[src/rtl/stopwatch_timer_pkg.sv]
// Shared types and constants for the MM:SS stopwatch / countdown timer.
//   bcd_t        : one BCD digit (4 bits)
//   SEC_TENS_MAX : highest legal seconds-tens digit
//   DIGIT_MAX    : highest legal value for every other digit
//   mode_e       : count up (stopwatch) or count down (timer)
//   clamp_digit  : limits a preset digit to its legal maximum
package stopwatch_timer_pkg;

    typedef logic [3:0] bcd_t;

    localparam bcd_t SEC_TENS_MAX = 4'd5;
    localparam bcd_t DIGIT_MAX    = 4'd9;

    typedef enum logic {
        MODE_STOPWATCH = 1'b0,
        MODE_TIMER     = 1'b1
    } mode_e;

    function automatic bcd_t clamp_digit(input bcd_t d, input bcd_t max);
        return (d > max) ? max : d;
    endfunction

endpackage

[src/rtl/stopwatch_timer_bcd_digit_counter.sv]
// One BCD digit of a chained up/down counter.
//   MAX      : modulo-max value of this digit (wraps MAX->0 up, 0->MAX down)
//   clk, rst : clock, asynchronous active-high reset (digit -> 0)
//   en       : advance this digit on the edge
//   up       : 1 = increment, 0 = decrement
//   load     : preset from load_val (overrides en)
//   load_val : preset value, already clamped by the caller
//   q        : current digit
//   co       : carry (up, q==MAX) or borrow (down, q==0) while enabled;
//              drives the next digit's enable in the chain
module bcd_digit_counter
    import stopwatch_timer_pkg::*;
#(
    parameter bcd_t MAX = DIGIT_MAX
) (
    input  logic clk,
    input  logic rst,
    input  logic en,
    input  logic up,
    input  logic load,
    input  bcd_t load_val,
    output bcd_t q,
    output logic co
);

    always_ff @(posedge clk or posedge rst) begin
        if (rst) begin
            q <= '0;
        end else if (load) begin
            q <= load_val;
        end else if (en) begin
            if (up) begin
                q <= (q == MAX) ? '0 : q + 4'd1;
            end else begin
                q <= (q == '0) ? MAX : q - 4'd1;
            end
        end
    end

    assign co = en && (up ? (q == MAX) : (q == '0));

endmodule

[src/rtl/stopwatch_timer.sv]
// MM:SS stopwatch / countdown timer with a 1 s prescaler.
//   CLK_FREQ       : clock cycles per second (>= 1)
//   clk, rst       : clock, asynchronous active-high reset
//   start          : level, 1 = count, 0 = pause (digits and prescaler hold)
//   load           : preset strobe; loads clamped digits and selects timer mode
//   load_*         : preset digits (BCD)
//   min_*, sec_*   : registered time digits
//   done           : registered, sticky countdown-expired flag
// Edge priority is rst > load > count. Once done is set, counting stops
// and the digits hold 00:00 until the next load or reset.
module stopwatch_timer
    import stopwatch_timer_pkg::*;
#(
    parameter int CLK_FREQ = 50_000_000
) (
    input  logic       clk,
    input  logic       rst,
    input  logic       start,
    input  logic       load,
    input  logic [3:0] load_min_ones,
    input  logic [3:0] load_min_tens,
    input  logic [3:0] load_sec_ones,
    input  logic [3:0] load_sec_tens,
    output logic [3:0] min_ones,
    output logic [3:0] min_tens,
    output logic [3:0] sec_ones,
    output logic [3:0] sec_tens,
    output logic       done
);

    // A one-bit prescaler is kept even for CLK_FREQ == 1, where it stays 0.
    localparam int             PW = (CLK_FREQ > 1) ? $clog2(CLK_FREQ) : 1;
    localparam logic [PW-1:0]  TC = PW'(CLK_FREQ - 1);

    logic [PW-1:0] presc_q, presc_d;
    mode_e         mode_q, mode_d;
    logic          done_q, done_d;

    logic count_en, tick, all_zero, at_one, digit_en, up;
    logic so_co, st_co, mo_co, unused_wrap;

    always_comb begin
        count_en = start && !done_q;
        tick     = count_en && (presc_q == TC);
        all_zero = (min_tens == '0) && (min_ones == '0) &&
                   (sec_tens == '0) && (sec_ones == '0);
        at_one   = (min_tens == '0) && (min_ones == '0) &&
                   (sec_tens == '0) && (sec_ones == 4'd1);
        up       = (mode_q == MODE_STOPWATCH);
        // A timer preset of 00:00 must not underflow: the tick only raises done.
        digit_en = tick && !((mode_q == MODE_TIMER) && all_zero);

        presc_d = presc_q;
        mode_d  = mode_q;
        done_d  = done_q;
        if (load) begin
            presc_d = '0;
            mode_d  = MODE_TIMER;
            done_d  = 1'b0;
        end else if (count_en) begin
            presc_d = tick ? '0 : presc_q + 1'b1;
            if (tick && (mode_q == MODE_TIMER) && (all_zero || at_one)) begin
                done_d = 1'b1;
            end
        end
    end

    always_ff @(posedge clk or posedge rst) begin
        if (rst) begin
            presc_q <= '0;
            mode_q  <= MODE_STOPWATCH;
            done_q  <= 1'b0;
        end else begin
            presc_q <= presc_d;
            mode_q  <= mode_d;
            done_q  <= done_d;
        end
    end

    assign done = done_q;

    bcd_digit_counter #(.MAX(DIGIT_MAX)) u_sec_ones (
        .clk      (clk),
        .rst      (rst),
        .en       (digit_en),
        .up       (up),
        .load     (load),
        .load_val (clamp_digit(load_sec_ones, DIGIT_MAX)),
        .q        (sec_ones),
        .co       (so_co)
    );

    bcd_digit_counter #(.MAX(SEC_TENS_MAX)) u_sec_tens (
        .clk      (clk),
        .rst      (rst),
        .en       (so_co),
        .up       (up),
        .load     (load),
        .load_val (clamp_digit(load_sec_tens, SEC_TENS_MAX)),
        .q        (sec_tens),
        .co       (st_co)
    );

    bcd_digit_counter #(.MAX(DIGIT_MAX)) u_min_ones (
        .clk      (clk),
        .rst      (rst),
        .en       (st_co),
        .up       (up),
        .load     (load),
        .load_val (clamp_digit(load_min_ones, DIGIT_MAX)),
        .q        (min_ones),
        .co       (mo_co)
    );

    // The top digit's carry only marks the 99:59 -> 00:00 wrap; nothing needs it.
    bcd_digit_counter #(.MAX(DIGIT_MAX)) u_min_tens (
        .clk      (clk),
        .rst      (rst),
        .en       (mo_co),
        .up       (up),
        .load     (load),
        .load_val (clamp_digit(load_min_tens, DIGIT_MAX)),
        .q        (min_tens),
        .co       (unused_wrap)
    );

endmodule

[config.mk]
export PLATFORM = sky130hd
export DESIGN_NAME = stopwatch_timer
export DESIGN_NICKNAME = d
export VERILOG_FILES = /design/src/rtl/stopwatch_timer_pkg.sv /design/src/rtl/stopwatch_timer_bcd_digit_counter.sv /design/src/rtl/stopwatch_timer.sv
export SDC_FILE = /design/constraint.sdc
export NUM_CORES = 1
export LEC_CHECK = 0
export BUFFER_PORTS_ARGS = -buffer_cell sky130_fd_sc_hd__buf_2
export CORE_ASPECT_RATIO = 0.7
export CORE_UTILIZATION = 35
export DETAILED_ROUTE_END_ITERATION = 16
export GPL_TIMING_DRIVEN = 0
export PLACE_DENSITY = 0.52
export SLEW_MARGIN = 40
export SYNTH_ARGS = -nofsm -noshare
export SYNTH_HDL_FRONTEND = slang
export SYNTH_HIERARCHICAL = 1
export SYNTH_SLANG_ARGS = --single-unit
[constraint.sdc]
create_clock -name clk -period 10.15 [get_ports clk]
set_clock_uncertainty 0.15 [all_clocks]
set_input_delay 2.03 -clock clk [delete_from_list [all_inputs] [get_ports clk]]
set_output_delay 2.03 -clock clk [all_outputs]
set_load 0.01 [all_outputs]
Word level (Yosys, flattened, before mapping)

Cells that the tools add are included.

Bits in registers: 44
Input bits: 20
Output and inout port bits: 17
Logic and storage cells: 86

$add $sub $neg: 9
$lt $le $gt $ge: 4
Equality and inequality tests: 6
Muxes and demuxes: 33
Reduce and logical (&&, ||, !) cells: 27

Operators by type and width:

| operator              | count |
|---|---|
| $mux 4                | 24 |
| $mux 26               | 3 |
| $add 26x1->26 const B | 1 |
| $eq 26x26->1 const B  | 1 |
| $add 4x1->4 const B   | 4 |
| $logic_not 4->1       | 4 |
| $sub 4x1->4 const B   | 4 |
| $logic_and 1x1->1     | 13 |
| $eq 4x4->1 const B    | 3 |
| $gt 4x4->1 const B    | 3 |
| $reduce_bool 2->1     | 6 |
| $mux 1                | 6 |
| $eq 4x1->1 const B    | 1 |
| $eq 4x3->1 const B    | 1 |
| $gt 4x3->1 const B    | 1 |
| $logic_not 1->1       | 2 |
| $reduce_and 2->1      | 1 |
| $logic_or 1x1->1      | 1 |

Logic depth before layout (Yosys ltp)

Gate-level depths: netlist of the first run.

Depth after elaboration: 12
Depth in mapped cells: 15
Gate-level depth less buffers: 12

Modules after synthesis

Netlist of the first run, hierarchy kept.

Modules (own cells, without submodules):

| module                             | times used | cells each | area an instance (um2) | seq. area each (um2) |
|---|---|---|---|---|
| stopwatch_timer                    | 1          | 186        | 1821.7                 | 700.7 |
| bcd_digit_counter (u_min_ones ...) | 3          | 47         | 399.1                  | 100.1 |
| bcd_digit_counter (u_sec_tens)     | 1          | 38         | 312.8                  | 100.1 |

Worst setup path before layout of the first run

No wires, ideal clock.

Path type: in2reg
Start point: input start
End point: register u_min_tens.q[2]
Library setup time: 0.126 ns
Arrival: 4.851 ns
Data required time: 9.874 ns
Path slack: 5.023 ns
Stages on the path: 13
Buffers on the path: 3
Cells stage by stage: and2b_2 > nand4_1 > nor3_1 > clkbuf_1 > inv_1 > a2111oi_4 > nor4b_1 > clkbuf_1 > inv_1 > a2111oi_4 > clkbuf_1 > o21ai_0 > a311o_1

Cells in the longest elaborated chain, start to end: 7

Ends and longest elaborated chain:

| element                     | line                                    | source |
|---|---|---|
| start, declared             | stopwatch_timer.sv:18                   | `input logic start,` |
| $logic_and 1x1->1           | stopwatch_timer.sv:43                   | `count_en = start && !done_q;` |
| $logic_and 1x1->1           | stopwatch_timer.sv:44                   | `tick = count_en && (presc_q == TC);` |
| $logic_and 1x1->1           | stopwatch_timer.sv:51                   | `digit_en = tick && !((mode_q == MODE_TIMER) && all_zero);` |
| net digit_en                | stopwatch_timer.sv:39                   | `logic count_en, tick, all_zero, at_one, digit_en, up;` |
| $logic_and 1x1->1           | stopwatch_timer_bcd_digit_counter.sv:40 | `assign co = en && (up ? (q == MAX) : (q == '0));` |
| net so_co                   | stopwatch_timer.sv:40                   | `logic so_co, st_co, mo_co, unused_wrap;` |
| $logic_and 1x1->1           | stopwatch_timer_bcd_digit_counter.sv:40 |  |
| net st_co                   | stopwatch_timer.sv:40                   |  |
| $logic_and 1x1->1           | stopwatch_timer_bcd_digit_counter.sv:40 |  |
| net mo_co                   | stopwatch_timer.sv:40                   |  |
| $reduce_bool 2->1 (no line) | -                                       |  |
| end signal, assigned        | stopwatch_timer_bcd_digit_counter.sv:30 | `q <= load_val;` |
| end signal, assigned        | stopwatch_timer_bcd_digit_counter.sv:33 | `q <= (q == MAX) ? '0 : q + 4'd1;` |
| end signal, assigned        | stopwatch_timer_bcd_digit_counter.sv:35 | `q <= (q == '0) ? MAX : q - 4'd1;` |
| end, declared               | stopwatch_timer_bcd_digit_counter.sv:22 | `output bcd_t q,` |

The timed path passes the listed nets, and every way through them passes these cells.
A chain may end at the register's enable or synchronous reset.

Worst setup path after layout of the first run

Ends and elaborated chain as after synthesis.

==> results of run 1 <==
==> where the power goes <==
group	switching [mW]	total, mW	internal (mW)
Clock	0.0642	0.162	0.0982
Combinational	0.0398	0.0722	0.0324
Sequential	0.0117	0.193	0.182
Total	0.116	0.428	0.312
==> area by class of cell <==
type | count | area share (%)
buffer | 24 | 4.72
timing repair buffer | 36 | 4.78
inverter | 20 | 1.99
tap | 124 | 4.12
multi-input combinational | 273 | 51.3
sequential | 44 | 29.2
clock buffer | 8 | 3.89
==> routing by layer <==
layer  routed length [microns]  vias up  GRT usage (%)  part of all wire (%)
li1                          -     1359              -                     -
met1                      4330     1333           26.1                    56
met2                      3140       47           21.9                    40
met3                       253        5           3.23                   3.3
met4                        52        0           3.50                  0.67
met5                         0        -              0                     0
==> path summary, 6_finish.rpt <==
| check | endpoint | slack, ns | cells after the start |
|---|---|---|---|
| worst min-delay path | presc_q[24]$_DFFE_PP0P_ | 0.40 | 1 |
| worst max register to register | u_min_tens/q[2]$_DFFE_PP0P_ | 5.62 | 14 |
| worst max-delay path | u_min_tens/q[2]$_DFFE_PP0P_ | 4.53 | 14 |
| min in group asynchronous | u_min_ones/q[3]$_DFFE_PP0P_ | 1.53 | 2 |
| worst min register to register | presc_q[24]$_DFFE_PP0P_ | 0.40 | 1 |
| max in group asynchronous | presc_q[17]$_DFFE_PP0P_ | 7.73 | 2 |
==> flip-flops by register name, indices dropped and copies added (netlist names) <==
signal	cells
u_min_tens/q	4
u_min_ones/q	4
presc_q	26
u_sec_tens/q	4
mode_q	1
u_sec_ones/q	4
done	1
==> flow_summary.toml, run 1 <==
[sta]
fin_crit_ns = 5.62
slew_headroom_pct = 59.1
fmax_mhz = 178
tns_ns = 0
hold_violations = 0
min_period_over_period_pct = 55.4
slew_viol_final = 0
worstMarginPinSlew_ns = 0.613
grt_setup_unrepaired = "false"
setup_ws_ns = 4.53
setup_viol = 0
whs_ns = 0.397

[cts]
post_cts.repair.setup_buffers = 0
cts_tree = "done"
clock_latency_ns = 0.28
numCtsBuffers = 5
htree_levels = 2
ctsHoldBuffers = 0
clock_path_buffers = 2
cts-resized-gates = 0
clock-root-buffer = "clkbuf_16"
clock-sinks = 44
cts.clk_slew.worst_paths_ns = 0.06

[floorplan]
row_count = 29
ios = 37
die_w_microns = 118
dieArea_sq_um = 9780
start_util_pct = 36.2
die_h_microns = 83.1
core_sq_um = 9070

[yosys]
syn_avg_cell_area_sq_um = 9.10
syn-cell-area_sq_um = 3280
yosys_warnings = 6
syn_inst = 361
syn_nets = 382

[worst_setup_path]
reg2reg_from = "presc_q[0]$_DFFE_PP0P_"
crit_type = "input pin to register"
crit_path_start = "start"
slowest_stage = "a2111oi_4"
cp_top_family = "buffers and inverters"
cp.required_ns = 10.17
slowest_delay_ns = 0.48
crit_fanout = 8
start_kind = "input pin"
cp_common_cell = "clkbuf_1"
crit_chain = "buf_2 -> and2b_2 -> nand4_1 -> nor3_1 -> clkbuf_1 -> inv_1 -> a2111oi_4 -> nor4b_1 -> clkbuf_1 -> inv_1 -> a2111oi_4 -> clkbuf_1 -> o21ai_0 -> a311o_1"
end_kind = "register"
crit_buf_inv = 6
arrival_ns = 5.64

[pwr]
p_total_mw = 0.428
p_leak_nw = 1.57
power_density_nw_per_um2 = 114
ir_drop_mv = 0.0551

[route]
first_iter_violations = 96
wl_per_cell_microns = 14.7
routed_wl_microns = 7780
drcViolationCount = 0
dr.pass1.iters = 4
antenna_left = 0
via_per_inst = 5.19
num_vias = 2744

[global_route]
grt_pass1_vias = 2475
grt_max_degree = 29
grt_pass1_wl_microns = 12900
antenna_found_initial = 0
grt_overflow = 0
grt.total_usage_pct = 16.3

[layout]
fillCellCount = 950
fin_util_pct = 41.5
final_cell_mix = "dfrtp_1, buf_2, nand2_1"
register_area_sq_um = 1100
area_delta_synth_final_pct = 14.7
layout_commonest_cell = "dfrtp_1"
design_area_sq_um = 3770
nets = 425
multiInputGateArea_sq_um = 1930
antenna_cells = 0
instances_no_fill = 529
drive_gt1_share_pct = 28.1

[worst_hold_path]
hold_start = "presc_q[24]$_DFFE_PP0P_"
hold_class = "register to register"

[placed_design]
finalWeightedCongestion = 0.770
place_area_sq_um = 3620
dpl.hpwl_microns = 5720
dp_cells = 521
place_ws_ns = 4.25
port_buffers = 36

[run]
maxCapViolCount = 0

[status]
outcome = "completed"
(Power assumes the default switching activity.)
==> run 2, diff against run 1 <==
- ABC_AREA: unset -> 1
- clock period: 10.15 -> 5.2 ns (I/O delays scaled with it)
==> run 2 against run 1 <==
Final cell count up 38%. First-iteration DRC count up 130%. Die area up 7.0%. Sequential share of layout area down 1.7 points. Clock power up 90%. Sequential power up 100%. Global-route usage up 2.6 points.
==> flow_summary.toml, run 2 <==
[cts]
cts_tree = "done"
clock-sinks = 44
post_cts.repair.setup_buffers = 0
clock_latency_ns = 0.29
clock_path_buffers = 2
numCtsBuffers = 5
htree_levels = 2
cts-resized-gates = 0
cts.clk_slew.worst_paths_ns = 0.06
ctsHoldBuffers = 0
clock-root-buffer = "clkbuf_16"

[worst_hold_path]
hold_class = "register to register"
min_path_cells = 2

[run]
maxCapViolCount = 0

[worst_setup_path]
crit_chain = "buf_2 -> inv_1 -> nor2_1 -> nand2_1 -> nor2_1 -> nand2_1 -> nor2_1 -> o21a_1 -> inv_1 -> a211oi_2 -> o21a_1 -> inv_1 -> a211oi_2 -> nor2_1 -> a22oi_1 -> nand2_1"
crit_type = "input pin to register"
cp_common_cell = "nor2_1"
arrival_ns = 3.30
ff2ff_path_depth = 14
slowest_delay_ns = 0.36
slowest_stage = "a211oi_2"
start_kind = "input pin"
end_kind = "register"
cp.required_ns = 5.22
crit_fanout = 5

[layout]
largest-register = "presc_q"
area_delta_synth_final_pct = 13.5
layout_commonest_cell = "nand2_1"
final_cell_mix = "nand2_1, nor2_1, inv_1"
multiInputGateArea_sq_um = 2040
antenna_cells = 0
nets = 621
register_area_sq_um = 1100
drive_gt1_share_pct = 19.2
fillCellCount = 1043
largest_register_ffs = 26

[route]
wl_per_cell_microns = 12.6
drcViolationCount = 0
dr.pass1.iters = 5
antenna_left = 0
first_iter_violations = 223
num_vias = 3502
via_per_inst = 4.81
routed_wl_microns = 9150

[global_route]
grt.total_usage_pct = 18.9
antenna_found_initial = 0
top_usage_layer = "met1"
grt_max_degree = 29
grt_overflow = 0
grt_util_met1_pct = 31.1
grt_use_met2_pct = 23.2
grt_pass1_vias = 3048
use_met3_pct = 4.52
grt_pass1_wl_microns = 15300

[floorplan]
ios = 37
die_w_microns = 122
core_sq_um = 9720
row_count = 30
dieArea_sq_um = 10500
start_util_pct = 36.2
die_h_microns = 85.9

[pwr]
power_density_nw_per_um2 = 215
p_leak_nw = 1.97
ir_drop_mv = 0.112
p_total_mw = 0.860

[placed_design]
finalWeightedCongestion = 0.845
place_ws_ns = 1.63
dpl.hpwl_microns = 7050
port_buffers = 36

[sta]
slew_headroom_pct = 59.0
min_period_over_period_pct = 63.1
setup_ws_ns = 1.92
grt_setup_unrepaired = "false"
whs_ns = 0.361
setup_viol = 0
slew_viol_final = 0
worstMarginPinSlew_ns = 0.615
hold_violations = 0
fmax_mhz = 305
tns_ns = 0
fin_crit_ns = 3.28

[status]
outcome = "completed"

[yosys]
syn_avg_cell_area_sq_um = 6.32
syn_nets = 578
yosys_warnings = 6
syn_inst = 557
syn-cell-area_sq_um = 3520
run 2: final cells by class:
class                   instances  share of cell area [%]
clock inverters                 1                   0.125
multi-input cells             430                    51.0
well taps                     128                    4.01
repair buffers                 36                    4.51
clock buffers                   6                    3.23
inverters                      77                    8.33
plain buffers                   6                    1.25
flip-flops and latches         44                    27.6
run 2: through the flow:
step | instance area (sq um) | std cells | util [%]
6_report | 3990 | 728 | 41.1
5_1_grt | 3990 | 728 | 41.1
4_1_cts | 3990 | 728 | 41.1
3_5_place_dp | 3860 | 721 | 39.7
3_3_place_gp | 3860 | 721 | 39.7
2_1_floorplan | 3520 | 557 | -
run 2: routing by layer:
layer / share of wire, % / wire length, microns
met1: 56 / 5160
met5: 0 / 0
met3: 5.9 / 539
met4: 0.80 / 73
met2: 37 / 3380
run 2: final timing paths:
kind	slack (ns)	to	startpoint
max in group asynchronous	3.76	presc_q[15]$_DFFE_PP0P_	rst
worst min register to register	0.36	presc_q[0]$_DFFE_PP0P_	presc_q[0]$_DFFE_PP0P_
worst max register to register	2.30	u_min_tens/q[3]$_DFFE_PP0P_	presc_q[1]$_DFFE_PP0P_
worst min-delay path	0.36	presc_q[0]$_DFFE_PP0P_	presc_q[0]$_DFFE_PP0P_
worst max-delay path	1.92	u_min_tens/q[3]$_DFFE_PP0P_	start
min in group asynchronous	0.54	u_min_ones/q[3]$_DFFE_PP0P_	rst
run 2: report_power, final:
group / internal, mW / total [mW] / switching [mW]
sequential: 0.356 / 0.389 / 0.0331
clock: 0.175 / 0.307 / 0.133
combinational: 0.0610 / 0.164 / 0.103
run 2: worst max-delay path, delay by kind of cell:
family,cells,cell delay [ns]
buffers and inverters,4,0.29
and+or+nand+nor,7,0.77
AOI/OAI and AO/OA,5,1.19
==> run 3, diff against run 2 <==
- ABC_AREA: 1 -> 0
- clock period: 5.2 -> 3.2 ns (I/O delays scaled with it)
==> run 3 against run 2 <==
The run now ends with setup timing left. Via count down 18%. Register-to-register slack worse by 2.5 ns. First-iteration DRC count is 30% lower. Setup slack worse by 2.1 ns. Sequential power increased by 57%. Worst hold slack got worse by 0.23 ns. Combinational power up 46%. Critical path depth down 3. Count of clock-buffer cells in the layout up 1. Final cell count shrank 24%. Flip-flop and latch count did not move. Largest cell class unchanged. Highest routed layer unchanged.
==> flow_summary.toml, run 3 (synthesized netlist as in run 1, its figures left out) <==
[worst_setup_path]
arrival_ns = 3.36
start_kind = "register"
crit_type = "register to register"
end_kind = "register"
cp.required_ns = 3.21
crit_fanout = 7

[floorplan]
core_sq_um = 9070
die_w_microns = 118
die_h_microns = 83.1
ios = 37
dieArea_sq_um = 9780
start_util_pct = 36.2
row_count = 29

[placed_design]
finalWeightedCongestion = 0.807
place_ws_ns = -0.740
dp_cells = 521
dpl.hpwl_microns = 5560
place_area_sq_um = 3650
port_buffers = 36

[worst_hold_path]
hold_class = "input pin to async pin"

[layout]
register_area_sq_um = 1110
multiInputGateArea_sq_um = 2020
design_area_sq_um = 4100
fillCellCount = 885
nets = 451
area_delta_synth_final_pct = 24.7
drive_gt1_share_pct = 37.9
final_cell_mix = "buf_2, dfrtp_1, nand2_1, buf_4"
layout_commonest_cell = "buf_2"
fin_util_pct = 45.1
largest-register = "presc_q"
instances_no_fill = 554
largest_register_ffs = 26
antenna_cells = 0

[cts]
clock_path_buffers = 2
clock-sinks = 44
numCtsBuffers = 5
cts.clk_slew.worst_paths_ns = 0.06
clock_latency_ns = 0.28
cts_tree = "done"
clock-root-buffer = "clkbuf_16"
htree_levels = 2

[status]
violations = "setup timing"
outcome = "finished, violations left"

[sta]
slew_headroom_pct = 58.5
setup_ws_ns = -0.153
fmax_mhz = 298
hold_violations = 0
tns_ns = -0.500
whs_ns = 0.134
grt_setup_unrepaired = "true"
min_period_over_period_pct = 105
worstMarginPinSlew_ns = 0.622
setup_viol = 4
slew_viol_final = 0
fin_crit_ns = 3.35

[run]
maxCapViolCount = 0

[global_route]
antenna_found_initial = 0
grt_max_degree = 29
grt.total_usage_pct = 17.0
grt_pass1_wl_microns = 13500
grt_pass1_vias = 2562
grt_overflow = 0

[route]
first_iter_violations = 157
drcViolationCount = 0
antenna_left = 0
num_vias = 2860
routed_wl_microns = 8180
dr.pass1.iters = 4
wl_per_cell_microns = 14.8
via_per_inst = 5.16

[pwr]
p_total_mw = 1.39
ir_drop_mv = 0.195
power_density_nw_per_um2 = 338
p_leak_nw = 1.73
## run 3: cell count changes in the layout (fill, tap and decap cells not counted), moves of 9 or more
cell | before | now
nand3_1 | 52 | 10
nor2_1 | 89 | 21
buf_4 | 1 | 27
nand2_2 | 10 | 1
xnor2_1 | 3 | 19
inv_1 | 58 | 16
inv_2 | 15 | 4
nand2_1 | 184 | 27
nand2b_1 | 0 | 9
buf_6 | 1 | 11
## run 3: timing repair
action	CTS	global route
endpoints found under the setup margin	8	7
resized for setup	10	16
hold buffers	0	0
setup buffers	15	11
pin swaps	5	10
## run 3: layout make-up
class / count / area share (%)
inverters: 20 / 1.83
flip-flops and latches: 44 / 27.0
repair buffers: 62 / 9.26
multi-input cells: 273 / 49.4
well taps: 124 / 3.79
clock buffers: 7 / 3.73
plain buffers: 24 / 4.92
## run 3: power breakdown
| part | leakage, nW | internal, mW | switching (mW) |
|---|---|---|---|
| combinational | 1.09 | 0.108 | 0.132 |
| clock | 0.0760 | 0.328 | 0.206 |
| sequential | 0.570 | 0.576 | 0.0360 |
| total | 1.73 | 1.01 | 0.374 |
## run 3: path summary, 6_finish.rpt
check / start / to / slack [ns] / cells past startpoint
worst max register to register: presc_q[23]$_DFFE_PP0P_ / u_min_tens/q[2]$_DFFE_PP0P_ / -0.15 / 13
max in group asynchronous: rst / presc_q[20]$_DFFE_PP0P_ / 2.12 / 2
min in group clk: presc_q[25]$_DFFE_PP0P_ / presc_q[25]$_DFFE_PP0P_ / 0.40 / 2
worst min register to register: presc_q[25]$_DFFE_PP0P_ / presc_q[25]$_DFFE_PP0P_ / 0.40 / 2
worst max-delay path: presc_q[23]$_DFFE_PP0P_ / u_min_tens/q[2]$_DFFE_PP0P_ / -0.15 / 13
worst min-delay path: rst / u_min_tens/q[1]$_DFFE_PP0P_ / 0.13 / 2
## run 3: layer usage
layer | track usage, % | vias to the layer above | wire length [microns]
met4 | 1.75 | 0 | 17
li1 | - | 1413 | -
met3 | 3.78 | 2 | 276
met2 | 23.3 | 60 | 3340
met5 | 0 | - | 0
met1 | 27.2 | 1385 | 4540
## run 3: worst max-delay path, stage by stage (launching register included)
cell	delay, ns
dfrtp_2	0.40
nand4_1	0.11
or4_4	0.59
nor3_4	0.18
clkbuf_8	0.16
inv_2	0.04
a2111oi_4	0.37
nor4b_4	0.25
buf_4	0.16
inv_2	0.04
a2111oi_4	0.19
clkbuf_8	0.21
o21ai_2	0.05
a311o_1	0.31
